$ cat src/rtl/csr_access_unit_pkg.sv
// Shared definitions for the CSR access unit: address map, funct3 codes,
// CSR index type, decode result and FSM state encoding.
package csr_access_unit_pkg;

    localparam logic [11:0] CSR_MSTATUS   = 12'h300;
    localparam logic [11:0] CSR_MISA      = 12'h301;
    localparam logic [11:0] CSR_MIE       = 12'h304;
    localparam logic [11:0] CSR_MTVEC     = 12'h305;
    localparam logic [11:0] CSR_MSCRATCH  = 12'h340;
    localparam logic [11:0] CSR_MEPC      = 12'h341;
    localparam logic [11:0] CSR_MCAUSE    = 12'h342;
    localparam logic [11:0] CSR_MTVAL     = 12'h343;
    localparam logic [11:0] CSR_MIP       = 12'h344;
    localparam logic [11:0] CSR_MCYCLE    = 12'hB00;
    localparam logic [11:0] CSR_MINSTRET  = 12'hB02;
    localparam logic [11:0] CSR_CYCLE     = 12'hC00;
    localparam logic [11:0] CSR_INSTRET   = 12'hC02;
    localparam logic [11:0] CSR_MVENDORID = 12'hF11;
    localparam logic [11:0] CSR_MARCHID   = 12'hF12;
    localparam logic [11:0] CSR_MIMPID    = 12'hF13;
    localparam logic [11:0] CSR_MHARTID   = 12'hF14;

    localparam logic [2:0] F3_CSRRW  = 3'b001;
    localparam logic [2:0] F3_CSRRS  = 3'b010;
    localparam logic [2:0] F3_CSRRC  = 3'b011;
    localparam logic [2:0] F3_CSRRWI = 3'b101;
    localparam logic [2:0] F3_CSRRSI = 3'b110;
    localparam logic [2:0] F3_CSRRCI = 3'b111;

    localparam logic [3:0] MCAUSE_ILLEGAL_INSTR = 4'd2;

    // Index into the 16-entry machine CSR file.
    typedef enum logic [3:0] {
        IDX_MSTATUS  = 4'd0,
        IDX_MISA     = 4'd1,
        IDX_MIE      = 4'd2,
        IDX_MTVEC    = 4'd3,
        IDX_MSCRATCH = 4'd4,
        IDX_MEPC     = 4'd5,
        IDX_MCAUSE   = 4'd6,
        IDX_MTVAL    = 4'd7,
        IDX_MIP      = 4'd8,
        IDX_MCYCLE   = 4'd9,
        IDX_MINSTRET = 4'd10
    } destinationCSR_;

    typedef struct packed {
        destinationCSR_ index;
        logic           legal;
        logic           readonly;
        logic           const_valid;
        logic [31:0]    const_value;
    } csr_decode_t;

    typedef enum logic [1:0] {
        ST_IDLE  = 2'd0,
        ST_READ  = 2'd1,
        ST_WRITE = 2'd2,
        ST_RESP  = 2'd3
    } csr_state_t;

    // True when the instruction writes its CSR: RW forms always do,
    // set/clear forms only with a non-zero rs1/zimm field.
    function automatic logic csr_write_intent(input logic [2:0] funct3,
                                              input logic [4:0] rs1_zimm);
        return (funct3[1:0] == 2'b01) || (rs1_zimm != 5'd0);
    endfunction

endpackage

$ cat src/rtl/csr_access_unit_addr_decode.sv
// Maps a 12-bit CSR address to the CSR file index, or to a constant value
// for the ID registers that have no storage.
module csr_addr_decode
    import csr_access_unit_pkg::*;
#(
    parameter int HART_ID       = 0,
    parameter int USER_COUNTERS = 1
) (
    input  logic [11:0] addr,
    output csr_decode_t dec
);

    // Address lookup; read-only is purely the top two address bits.
    always_comb begin
        dec             = '0;
        dec.index       = IDX_MSTATUS;
        dec.readonly    = (addr[11:10] == 2'b11);
        case (addr)
            CSR_MSTATUS:  begin dec.legal = 1'b1; dec.index = IDX_MSTATUS;  end
            CSR_MISA:     begin dec.legal = 1'b1; dec.index = IDX_MISA;     end
            CSR_MIE:      begin dec.legal = 1'b1; dec.index = IDX_MIE;      end
            CSR_MTVEC:    begin dec.legal = 1'b1; dec.index = IDX_MTVEC;    end
            CSR_MSCRATCH: begin dec.legal = 1'b1; dec.index = IDX_MSCRATCH; end
            CSR_MEPC:     begin dec.legal = 1'b1; dec.index = IDX_MEPC;     end
            CSR_MCAUSE:   begin dec.legal = 1'b1; dec.index = IDX_MCAUSE;   end
            CSR_MTVAL:    begin dec.legal = 1'b1; dec.index = IDX_MTVAL;    end
            CSR_MIP:      begin dec.legal = 1'b1; dec.index = IDX_MIP;      end
            CSR_MCYCLE:   begin dec.legal = 1'b1; dec.index = IDX_MCYCLE;   end
            CSR_MINSTRET: begin dec.legal = 1'b1; dec.index = IDX_MINSTRET; end
            CSR_CYCLE: begin
                dec.legal = (USER_COUNTERS != 0);
                dec.index = IDX_MCYCLE;
            end
            CSR_INSTRET: begin
                dec.legal = (USER_COUNTERS != 0);
                dec.index = IDX_MINSTRET;
            end
            CSR_MVENDORID, CSR_MARCHID, CSR_MIMPID: begin
                dec.legal       = 1'b1;
                dec.const_valid = 1'b1;
                dec.const_value = 32'd0;
            end
            CSR_MHARTID: begin
                dec.legal       = 1'b1;
                dec.const_valid = 1'b1;
                dec.const_value = 32'(HART_ID);
            end
            default: dec.legal = 1'b0;
        endcase
    end

endmodule

$ cat src/rtl/csr_access_unit.sv
// Execute-stage initiator for Zicsr instructions: decodes the CSR address,
// reads the old value, performs the read-modify-write and returns the old
// value (or an illegal-instruction trap request) to writeback.
//
// state    | meaning
// ---------+-----------------------------------------------------------
// ST_IDLE  | accepting a request (req_ready=1)
// ST_READ  | read_csr driven, old value captured, new value computed
// ST_WRITE | one-cycle write strobe to dest_csr (suppressed by flush)
// ST_RESP  | rsp_valid held with stable rsp_* until rsp_ready
module csr_access_unit
    import csr_access_unit_pkg::*;
#(
    parameter int HART_ID       = 0,
    parameter int USER_COUNTERS = 1
) (
    input  logic           clock,
    input  logic           reset,
    input  logic           flush,
    input  logic           req_valid,
    output logic           req_ready,
    input  logic [2:0]     req_funct3,
    input  logic [11:0]    req_csr_addr,
    input  logic [31:0]    req_rs1_value,
    input  logic [4:0]     req_rs1_zimm,
    input  logic [4:0]     req_rd,
    input  logic [31:0]    req_instr,
    output destinationCSR_ read_csr,
    input  logic [31:0]    csr_read_data,
    output destinationCSR_ dest_csr,
    output logic [31:0]    csr_write_data,
    output logic           csr_write_enable,
    output logic           rsp_valid,
    input  logic           rsp_ready,
    output logic [4:0]     rsp_rd,
    output logic [31:0]    rsp_data,
    output logic           rsp_illegal,
    output logic [3:0]     rsp_mcause,
    output logic [31:0]    rsp_mtval
);

    csr_state_t     state_q, state_d;
    csr_decode_t    dec;

    logic           accept;
    logic           req_write;
    logic           req_illegal;
    logic [31:0]    req_operand;
    logic [31:0]    old_value;
    logic [31:0]    merged_value;

    logic [1:0]     op_kind_q;
    logic [31:0]    operand_q;
    logic [4:0]     rd_q;
    logic [31:0]    instr_q;
    destinationCSR_ index_q;
    logic           const_valid_q;
    logic [31:0]    const_value_q;
    logic           illegal_q;
    logic           write_q;
    logic [31:0]    old_q;
    logic [31:0]    new_q;

    csr_addr_decode #(
        .HART_ID       (HART_ID),
        .USER_COUNTERS (USER_COUNTERS)
    ) u_addr_decode (
        .addr (req_csr_addr),
        .dec  (dec)
    );

    // Request-side decode: operand select, write intent and legality.
    always_comb begin
        accept      = (state_q == ST_IDLE) && req_valid && !flush;
        req_write   = csr_write_intent(req_funct3, req_rs1_zimm);
        req_illegal = (req_funct3[1:0] == 2'b00) || !dec.legal ||
                      (req_write && dec.readonly);
        req_operand = req_funct3[2] ? {27'd0, req_rs1_zimm} : req_rs1_value;
    end

    // Old value (constant CSRs never touch the file) and the RMW result.
    always_comb begin
        old_value = const_valid_q ? const_value_q : csr_read_data;
        case (op_kind_q)
            2'b01:   merged_value = operand_q;
            2'b10:   merged_value = old_value | operand_q;
            default: merged_value = old_value & ~operand_q;
        endcase
    end

    // Capture the instruction on acceptance and the old/new values in READ.
    always_ff @(posedge clock) begin
        if (reset) begin
            op_kind_q     <= 2'b00;
            operand_q     <= '0;
            rd_q          <= '0;
            instr_q       <= '0;
            index_q       <= IDX_MSTATUS;
            const_valid_q <= 1'b0;
            const_value_q <= '0;
            illegal_q     <= 1'b0;
            write_q       <= 1'b0;
            old_q         <= '0;
            new_q         <= '0;
        end else begin
            if (accept) begin
                op_kind_q     <= req_funct3[1:0];
                operand_q     <= req_operand;
                rd_q          <= req_rd;
                instr_q       <= req_instr;
                index_q       <= dec.index;
                const_valid_q <= dec.const_valid;
                const_value_q <= dec.const_value;
                illegal_q     <= req_illegal;
                write_q       <= req_write;
                old_q         <= '0;
            end
            if (state_q == ST_READ) begin
                old_q <= old_value;
                new_q <= merged_value;
            end
        end
    end

    // State register.
    always_ff @(posedge clock) begin
        if (reset) state_q <= ST_IDLE;
        else       state_q <= state_d;
    end

    // Next-state and outputs; flush forces IDLE from any state.
    always_comb begin
        state_d          = state_q;
        req_ready        = 1'b0;
        read_csr         = IDX_MSTATUS;
        dest_csr         = IDX_MSTATUS;
        csr_write_data   = '0;
        csr_write_enable = 1'b0;
        rsp_valid        = 1'b0;
        rsp_rd           = '0;
        rsp_data         = '0;
        rsp_illegal      = 1'b0;
        rsp_mcause       = '0;
        rsp_mtval        = '0;
        case (state_q)
            ST_IDLE: begin
                req_ready = 1'b1;
                if (accept) state_d = req_illegal ? ST_RESP : ST_READ;
            end
            ST_READ: begin
                read_csr = index_q;
                state_d  = write_q ? ST_WRITE : ST_RESP;
            end
            ST_WRITE: begin
                dest_csr         = index_q;
                csr_write_data   = new_q;
                // A sync reset in this cycle must not leak a strobe either.
                csr_write_enable = !flush && !reset;
                state_d          = ST_RESP;
            end
            ST_RESP: begin
                rsp_valid   = 1'b1;
                rsp_rd      = rd_q;
                rsp_data    = illegal_q ? 32'd0 : old_q;
                rsp_illegal = illegal_q;
                rsp_mcause  = illegal_q ? MCAUSE_ILLEGAL_INSTR : 4'd0;
                rsp_mtval   = illegal_q ? instr_q : 32'd0;
                if (rsp_ready) state_d = ST_IDLE;
            end
            default: state_d = ST_IDLE;
        endcase
        if (flush) state_d = ST_IDLE;
    end

endmodule
$ cat config.mk
export PLATFORM = sky130hd
export DESIGN_NAME = csr_access_unit
export DESIGN_NICKNAME = d
export VERILOG_FILES = /design/src/rtl/csr_access_unit_pkg.sv /design/src/rtl/csr_access_unit_addr_decode.sv /design/src/rtl/csr_access_unit.sv
export SDC_FILE = /design/constraint.sdc
export NUM_CORES = 1
export LEC_CHECK = 0
export CAP_MARGIN = 0
export CORE_UTILIZATION = 41
export CTS_CLUSTER_SIZE = 16
export DETAILED_ROUTE_END_ITERATION = 10
export PLACE_DENSITY = 0.73
export SYNTH_ARGS = -nofsm -noshare
export SYNTH_HDL_FRONTEND = slang
export SYNTH_SLANG_ARGS = --single-unit
$ cat constraint.sdc
create_clock -name clock -period 3.85 [get_ports clock]
set_clock_uncertainty 0.15 [all_clocks]
set_input_delay 0.77 -clock clock [delete_from_list [all_inputs] [get_ports clock]]
set_output_delay 0.77 -clock clock [all_outputs]
set_load 0.01 [all_outputs]
Yosys cells after proc, flatten, opt, wreduce, memory -nomap -nowiden. Index checks and enable logic that the tools add are counted.

Bitwise operators: 3. Eq/ne operators: 26. Reductions and logical operators: 20. Muxes and demuxes: 27.

Operators with widths (number): 32-bit 2-to-1 mux (9); 12-bit by 10-bit equality test with 1-bit output, second input constant (9); 12-bit equality test, second input constant (8); 32-bit case mux with 2 select lines (1); 4-bit case mux with 10 select lines (1); 33-bit 2-to-1 mux (1); 32-bit bitwise AND (1); 32-bit inverter (1); 32-bit bitwise OR (1); 17-bit OR reduction (1); 2-bit 2-to-1 mux (5); 2-bit equality test, second input constant (4); 4-bit 2-to-1 mux (2); 2-bit case mux with 4 select lines (1); 2-bit by 1-bit equality test with 1-bit output, second input constant (3); 1-bit 2-to-1 mux (6); 2-bit OR reduction (3); 5-bit 2-to-1 mux (1); 5-bit nonzero test (1); 1-bit logical AND (4); 2-bit zero test (2); 2-bit != test, second input constant (2); 4-bit OR reduction (1); 1-bit zero test (3); other kinds (3) (5).

Output and inout bits: 117. Input bits: 126. Register bits after elaboration: 176. Logic and storage cells: 88.

Longest topological paths before layout. Gate-level depths: netlist (run 1).

Depth in word-level cells: 9. Mapped depth: 9. Mapped depth without buffers: 7.

Hierarchy. From an unflattened synthesis (run 1), not the netlist that was laid out.

Cells, all modules: 1073. Area total of the unflattened synthesis: 8754.6 µm².

By module, submodules not included: csr_access_unit (sequential area each 3523.4 µm², cells an instance 1003, instances 1, area each 8231.6 µm²); csr_addr_decode (sequential area each 0.0 µm², cells an instance 70, instances 1, area each 523.0 µm²).

Worst setup path after synthesis (run 1). OpenSTA, ideal clock, no wires.

Kind: reg-to-output. Start point: register state_q[1]. End point: output port rsp_mcause[1]. Stages on the path, launching flop included: 6. Slack: 1519 ps. Path buffers: 3. Data arrival time: 1411 ps. Cells stage by stage: dfxtp_1 ha_1 clkbuf_1 clkbuf_1 and2_1 buf_4.

Word-level cells in the longest chain between the ends: 2.

Ends and longest elaborated chain: start: declaration (line csr_access_unit.sv:42) `csr_state_t state_q, state_d;`; start signal: assignment (line csr_access_unit.sv:128) `else state_q <= state_d;`; 2-bit equality test (line csr_access_unit.sv:145) `case (state_q)`; 2-bit 2-to-1 mux (line csr_access_unit.sv:145); end: declaration (line csr_access_unit.sv:38) `output logic [3:0] rsp_mcause,`.

No other way between the ends.

Final worst setup path (run 1).
Start point: input port flush. End point: output port csr_write_enable.

Word-level cells in the longest chain between the ends: 3.

Ends and longest elaborated chain: start: declaration (line csr_access_unit.sv:19) `input logic flush,`; 1-bit zero test (line csr_access_unit.sv:158) `csr_write_enable = !flush && !reset;`; 1-bit logical AND (line csr_access_unit.sv:158); 1-bit 2-to-1 mux (line csr_access_unit.sv:145); end: declaration (line csr_access_unit.sv:32) `output logic csr_write_enable,`.

No other way between the ends.

==> impl_results.md, run 1 <==
- Worst path setup slack after routing: roughly 0.72 ns
- Distinct cell type count of the synthesized netlist: 50
- Slew margin rel.: a little under a quarter
- Final total power: approximately 3800 uW
- Die W: between 100 and 150 um
- Most frequent cells in the layout: clkdlybuf4s50_1 (238), dfxtp_1 (143), a21oi_1 (138)
- Pin count of the biggest net entering global routing: just over 100
- Worst-case hold path end point: instr_q[31]$_SDFFE_PP0P_
- Synth Cell Area: ~7000 um^2
- Worst vdd ir: ~0.00032 V
- Post-detailed-route count of antenna-violating nets: 0
- Die Ht: about 130 um
- Hold Startpoint: instr_q[31]$_SDFFE_PP0P_
- #FFs+latches synth: about 140
- Port-buffer cells: ~240
- Setup bufs post-CTS: 0
- Worst r2r dst: new_q[2]$_SDFFE_PP0P_
- Drt initial violations: 432
- LEAKAGE: between 0.003 and 0.004 uW
- Initial antenna violation count: 0
- Max-slew violations: 0
- GRT met2 Usage: around 37%
- Skew-Pair Late Insertion Delay: 0.41 ns
- R2R Path Start: state_q[1]$_SDFFE_PP0P_
- First-pass GRT wire length: between 30000 and 40000 um
- Leading cell type in the layout, fill and taps excluded: clkdlybuf4s50_1
- R2R setup slack: roughly 1.6 ns
- Routed vias/inst: approximately 5.2
- CTS Buf Count: 17
- Net count, final: approximately 1200
- Post-Syn Area per Cell: 8.07 um^2
- GR Layer Usage met3: 4.98%
- Final Cycle Share: approximately four fifths
- Htree depth: 4
- Num rows: 47
- WL final: ~20000 um
- Gr usage total: 22.9%
- Crit. End Element: output pin
- Via Count: 6727
- Tmin final: approximately 3.1 ns
- Post-route DRC: 0
- Max frequency: 319 MHz
- Reg clk slew, reported paths: around 0.060 ns
- Main synth FF type: dfxtp_1
- Hpwl dp: 13000 um
- Final hold vios: 0
- Worst Hold Class: reg -> reg
- Crit Path Category: in -> out
- CP arrival: 2.21 ns
- First-pass DRT Iterations: 7
- Hold path depth: 2
- PwrDens: 380 nW/um^2
- Worst Path Max Fanout: 3
- Setup Slack @ Placement: just under 0.7 ns
- Sequential fraction of the synthesis area: between 40% and 50%
- Global route overflow: 0
- Status: finished clean
- Gp weighted congestion: 0.776
- CTS tree: yes
- Gr busiest metal: met2
- YS warnings: 0
- Crit path launch type: input pin
- Share of flip-flops with an asynchronous set or reset: 0%
- Clock buffer depth: 2
- Core area: approximately 17000 um^2
- Synthesized instance count: 869
- Number of synthesized flops with an enable pin: 0
- Met1 Use GR: 29.8%
- Final setup viols: 0
- Cell count of the worst reg-to-reg path: 5
- # diodes: 0
- Initial Util: between 40% and 50%
- Actual slew at the worst max-slew pin: about 1.1 ns
- Clk root buf: clkbuf_16
- Setup_tns: 0 ns
- DR WL/cell: 15.9 um
- Number of placed I/O pins: about 240
- DIE AREA: around 18000 um^2
- Max_cap viols: 0
- Clock Sinks: about 140
- Hold-fix buffers, CTS: 0
- Vias in the first global route: roughly 6000
- WP data required: slightly below 3 ns
- Post-cts resize count: 0
- RSZ-0062 raised after global routing: false
- Layout cells sized above 1: between 5 and 6%
- Filler cells: approximately 1500
- Syn-to-layout area delta: 43.7%
[how the worst max path moves through the flow]
| stage | start | endpoint | slack (ns) |
|---|---|---|---|
| finish | flush | csr_write_enable | 0.72 |
| global route | state_q[0]$_SDFFE_PP0P_ | csr_write_enable | 0.60 |
| CTS | state_q[0]$_SDFFE_PP0P_ | csr_write_enable | 0.66 |
| detailed placement | flush | csr_write_enable | 0.68 |
| global placement | flush | csr_write_enable | 0.68 |
| floorplan | state_q[1]$_SDFFE_PP0P_ | rsp_mcause[1] | 1.52 |
[where the power goes]
| part | switching [uW] | internal [uW] |
|---|---|---|
| registers | 37.3 | 1570 |
| logic | 266 | 248 |
| clock network | 658 | 1050 |
| total | 961 | 2870 |
[layout make-up]
class	count	area (um^2)	area share (%)
Clock buffer	19	453	4.50
Timing Repair Buffer	252	2500	24.8
Clock inverter	12	159	1.58
Sequential cell	144	2880	28.6
Multi-Input combinational cell	633	3780	37.5
Tap cell	220	275	2.73
Inverter	6	22.5	0.224
[metal layers]
layer  wire length, um  vias to the layer above
met5                 0                        -
met4               385                        0
met3              1130                       24
met2              9610                      195
met1              9330                     3129
li1                  -                     3379
[worst max-delay path, cell delays in order]
cell and delay [ns]:
clkdlybuf4s50_1 0.42, nor2_1 0.25, and2_1 0.20, clkdlybuf4s50_1 0.58
[metrics by stage]
stage | hold WS (ns) | utilization (%) | area (um^2) | instances
after floorplan | 0.282 | - | 7020 | 871
after global placement | 0.287 | 56.9 | 9460 | 1255
after detailed placement | 0.292 | 56.9 | 9460 | 1255
after CTS | 0.300 | 60.5 | 10100 | 1286
after global routing | 0.316 | 60.5 | 10100 | 1286
final | 0.298 | 60.5 | 10100 | 1286
[synthesized netlist by cell type (5+ instances only)]
library cell / count / area (um^2)
nand2_1: 115 / 432
and2_1: 79 / 494
a21oi_1: 138 / 691
dfxtp_1: 144 / 2880
buf_1: 5 / 18.8
nor4b_1: 32 / 280
inv_1: 5 / 18.8
buf_2: 17 / 85.1
nor2_1: 51 / 191
nand3b_1: 92 / 691
a211oi_1: 37 / 278
mux2i_1: 5 / 50.1
clkbuf_1: 61 / 229
buf_4: 5 / 37.5
ha_1: 6 / 75.1
and3_1: 33 / 206
[cell families after synthesis]
group / Yosys count / synth area share (%)
adders and majority gates: 6 / 1.07
muxes: 5 / 0.714
AOI/OAI and AO/OA: 194 / 16.0
buffers and inverters: 94 / 5.60
DFF: 144 / 41.1
and+or+nand+nor: 425 / 35.4
other: 1 / 0.0535
[registers in the layout, summed over array words and instances (netlist names)]
signal	cells
illegal_q	1
new_q	32
old_q	32
operand_q	32
rd_q	5
instr_q	32
state_q	2
op_kind_q	2
const_valid_q	1
index_q	4
write_q	1
Note: power is estimated with default switching activity, not from simulation.
==> inputs of run 2 (changes only) <==
--- a/config.mk
+++ b/config.mk
@@ -9,7 +9,7 @@
 export CORE_UTILIZATION = 41
 export CTS_CLUSTER_SIZE = 16
 export DETAILED_ROUTE_END_ITERATION = 10
-export PLACE_DENSITY = 0.73
+export PLACE_DENSITY = 0.76
 export SYNTH_ARGS = -nofsm -noshare
 export SYNTH_HDL_FRONTEND = slang
 export SYNTH_SLANG_ARGS = --single-unit
==> constraint.sdc (replaced) <==
create_clock -name clock -period 2.7 [get_ports clock]
set_clock_uncertainty 0.15 [all_clocks]
set_input_delay 0.54 -clock clock [delete_from_list [all_inputs] [get_ports clock]]
set_output_delay 0.54 -clock clock [all_outputs]
set_load 0.01 [all_outputs]
==> impl_results.md, run 2 (same netlist as run 1, synthesis figures left out) <==
- Status: finished clean (unchanged)
- Drt initial violations: 419 (was 432)
- Max_cap viols: 0 (unchanged)
- First-pass DRT Iterations: 6 (was 7)
- Hold-fix buffers, CTS: 0 (unchanged)
- Vias in the first global route: 6331 (was 6141)
- WL final: 20900 um (was 20500 um)
- Number of placed I/O pins: 243 (unchanged)
- Num rows: 47 (unchanged)
- Clk root buf: clkbuf_16 (unchanged)
- Leading cell type in the layout, fill and taps excluded: clkdlybuf4s50_1 (unchanged)
- Htree depth: 4 (unchanged)
- RSZ-0062 raised after global routing: true (was false)
- Pin count of the biggest net entering global routing: 144 (was 102)
- Gr usage total: 23.5% (was 22.9%)
- Hpwl dp: 12900 um (was 13000 um)
- Placed Cells: 1260 (was 1255)
- CTS tree: yes (unchanged)
- Final setup viols: 0 (unchanged)
- Crit path launch type: flip-flop (was input pin)
- Net count, final: 1195 (was 1186)
- Global route overflow: 0 (unchanged)
- LEAKAGE: 0.00392 uW (was 0.00354 uW)
- Post-detailed-route count of antenna-violating nets: 0 (unchanged)
- Final Cycle Share: slightly below 100%
- WP data required: 2.01 ns (was 2.93 ns)
- Skew-Pair Late Insertion Delay: 0.42 ns (was 0.41 ns)
- Finished Layout Cells: 1296 (was 1286)
- DIE AREA: 17600 um^2 (unchanged)
- Actual slew at the worst max-slew pin: 0.650 ns (was 1.14 ns)
- CP arrival: 1.94 ns (was 2.21 ns)
- Crit Path Category: reg -> out (was in -> out)
- Routed vias/inst: 5.29 (was 5.23)
- Syn-to-layout area delta: 46.2% (was 43.7%)
- Clock buffer depth: 2 (unchanged)
- First-pass GRT wire length: 33000 um (was 32100 um)
- Critical Path Max Stage Delay: 0.53 ns (was 0.58 ns)
- Initial Util: 42.1% (unchanged)
- # diodes: 0 (unchanged)
- Tmin final: 2.63 ns
- Fin Hold WS: 0.298 ns (about the same)
- Filler cells: 1513 (was 1517)
- Final hold vios: 0 (unchanged)
- DR WL/cell: 16.1 um (was 15.9 um)
- Via Count: 6850 (was 6727)
- Core area: 16600 um^2 (unchanged)
- PwrDens: 528 nW/um^2 (was 380 nW/um^2)
- Slowest cell on crit path: clkdlybuf4s50_1 (unchanged)
- Clock Sinks: 144 (unchanged)
- Gp weighted congestion: 0.773 (was 0.776)
- Slew margin rel.: 56.7% (was 23.9%)
- Layout cells sized above 1: 7.25% (was 5.82%)
- Die Ht: 133 um (unchanged)
- Post-route DRC: 0 (unchanged)
- Die W: 133 um (unchanged)
- Reg clk slew, reported paths: 0.06 ns (about the same)
- Max frequency: about 380 MHz
- Setup_tns: 0 ns (unchanged)
- Port-buffer cells: 239 (unchanged)
- Crit. End Element: output pin (unchanged)
- Worst Hold Class: reg -> reg (unchanged)
- CTS Buf Count: 17 (unchanged)
- Initial antenna violation count: 1 (was 0)
- Worst vdd ir: 0.000431 V (was 0.000316 V)
- Core occupancy in the finished layout: 61.6% (was 60.5%)
- Worst Path Max Fanout: 25 (was 3)
- Critical path, cell by cell: inv_1 > ha_4 > and2_1 > clkdlybuf4s50_1 (was clkdlybuf4s50_1 > nor2_1 > and2_1 > clkdlybuf4s50_1)
- Max-slew violations: 0 (unchanged)
- Most frequent cells in the layout: clkdlybuf4s50_1 (191), dfxtp_1 (141), a21oi_1 (138) (was clkdlybuf4s50_1 (238), dfxtp_1 (143), a21oi_1 (138))
## run 2: cell count changes in the layout (fill, tap and decap cells not counted), sizes merged
cell / previous run / this run
dlygate4sd2: 0 / 43
buf: 14 / 22
dlymetal6s2s: 0 / 4
clkbuf: 19 / 21
clkinvlp: 5 / 3
bufinv: 3 / 2
clkdlybuf4s50: 238 / 191
clkinv: 2 / 5
## run 2: layout make-up
class | count | area [um^2] | share of cell area, %
Clock inverter | 12 | 133 | 1.29
Sequential cell | 144 | 2890 | 28.2
Multi-Input combinational cell | 633 | 3810 | 37.2
Tap cell | 220 | 275 | 2.69
Timing Repair Buffer | 261 | 2650 | 25.9
Clock buffer | 20 | 467 | 4.55
Inverter | 6 | 22.5 | 0.220
## run 2: path summary, 6_finish.rpt
| kind | cells past startpoint | slack, ns | end | start |
|---|---|---|---|---|
| hold / removal | 2 | 0.30 | rd_q[4]$_SDFFE_PP0P_ | rd_q[4]$_SDFFE_PP0P_ |
| setup / recovery | 4 | 0.07 | read_csr[0] | state_q[1]$_SDFFE_PP0P_ |
| setup reg to reg | 8 | 0.75 | index_q[0]$_SDFFE_PP0P_ | state_q[1]$_SDFFE_PP0P_ |
| hold reg to reg | 2 | 0.30 | rd_q[4]$_SDFFE_PP0P_ | rd_q[4]$_SDFFE_PP0P_ |
## run 2: timing repair
item,CTS,global route
gates resized for setup,56,8
gates cloned,2,1
setup buffers,1,0
endpoints found under the setup margin,99,61
pin swaps,0,0
## run 2: through the flow
step | power, uW | setup slack (ns) | area (um^2)
final | 5410 | 0.0718 | 10200
after global placement | 3080 | 0.0580 | 9570
after global routing | 5640 | -0.0105 | 10200
after floorplan | 2740 | 0.599 | 7020
after detailed placement | 3090 | 0.0513 | 9570
after CTS | 5440 | 0.000766 | 10200
## run 2: power breakdown
part / total (uW) / internal [uW] / switching (uW)
registers: 2290 / 2240 / 57.8
logic: 765 / 379 / 386
clock network: 2350 / 1440 / 917
total: 5410 / 4050 / 1360
## run 2: metal layers
layer	global-route usage (%)	up-vias	part of all wire, %	wire length, um
met2	39.7	228	49	10200
li1	-	3433	-	-
met5	0	-	0	0
met4	6.96	0	1.3	269
met3	5.13	21	6.0	1250
met1	29.8	3168	44	9170
## run 2: critical path: cells and delay by family (launching register included)
family	cells	cell delay, ns
buffers and inverters	2	0.65
DFF	1	0.36
adders and majority gates	1	0.32
and+or+nand+nor	1	0.18
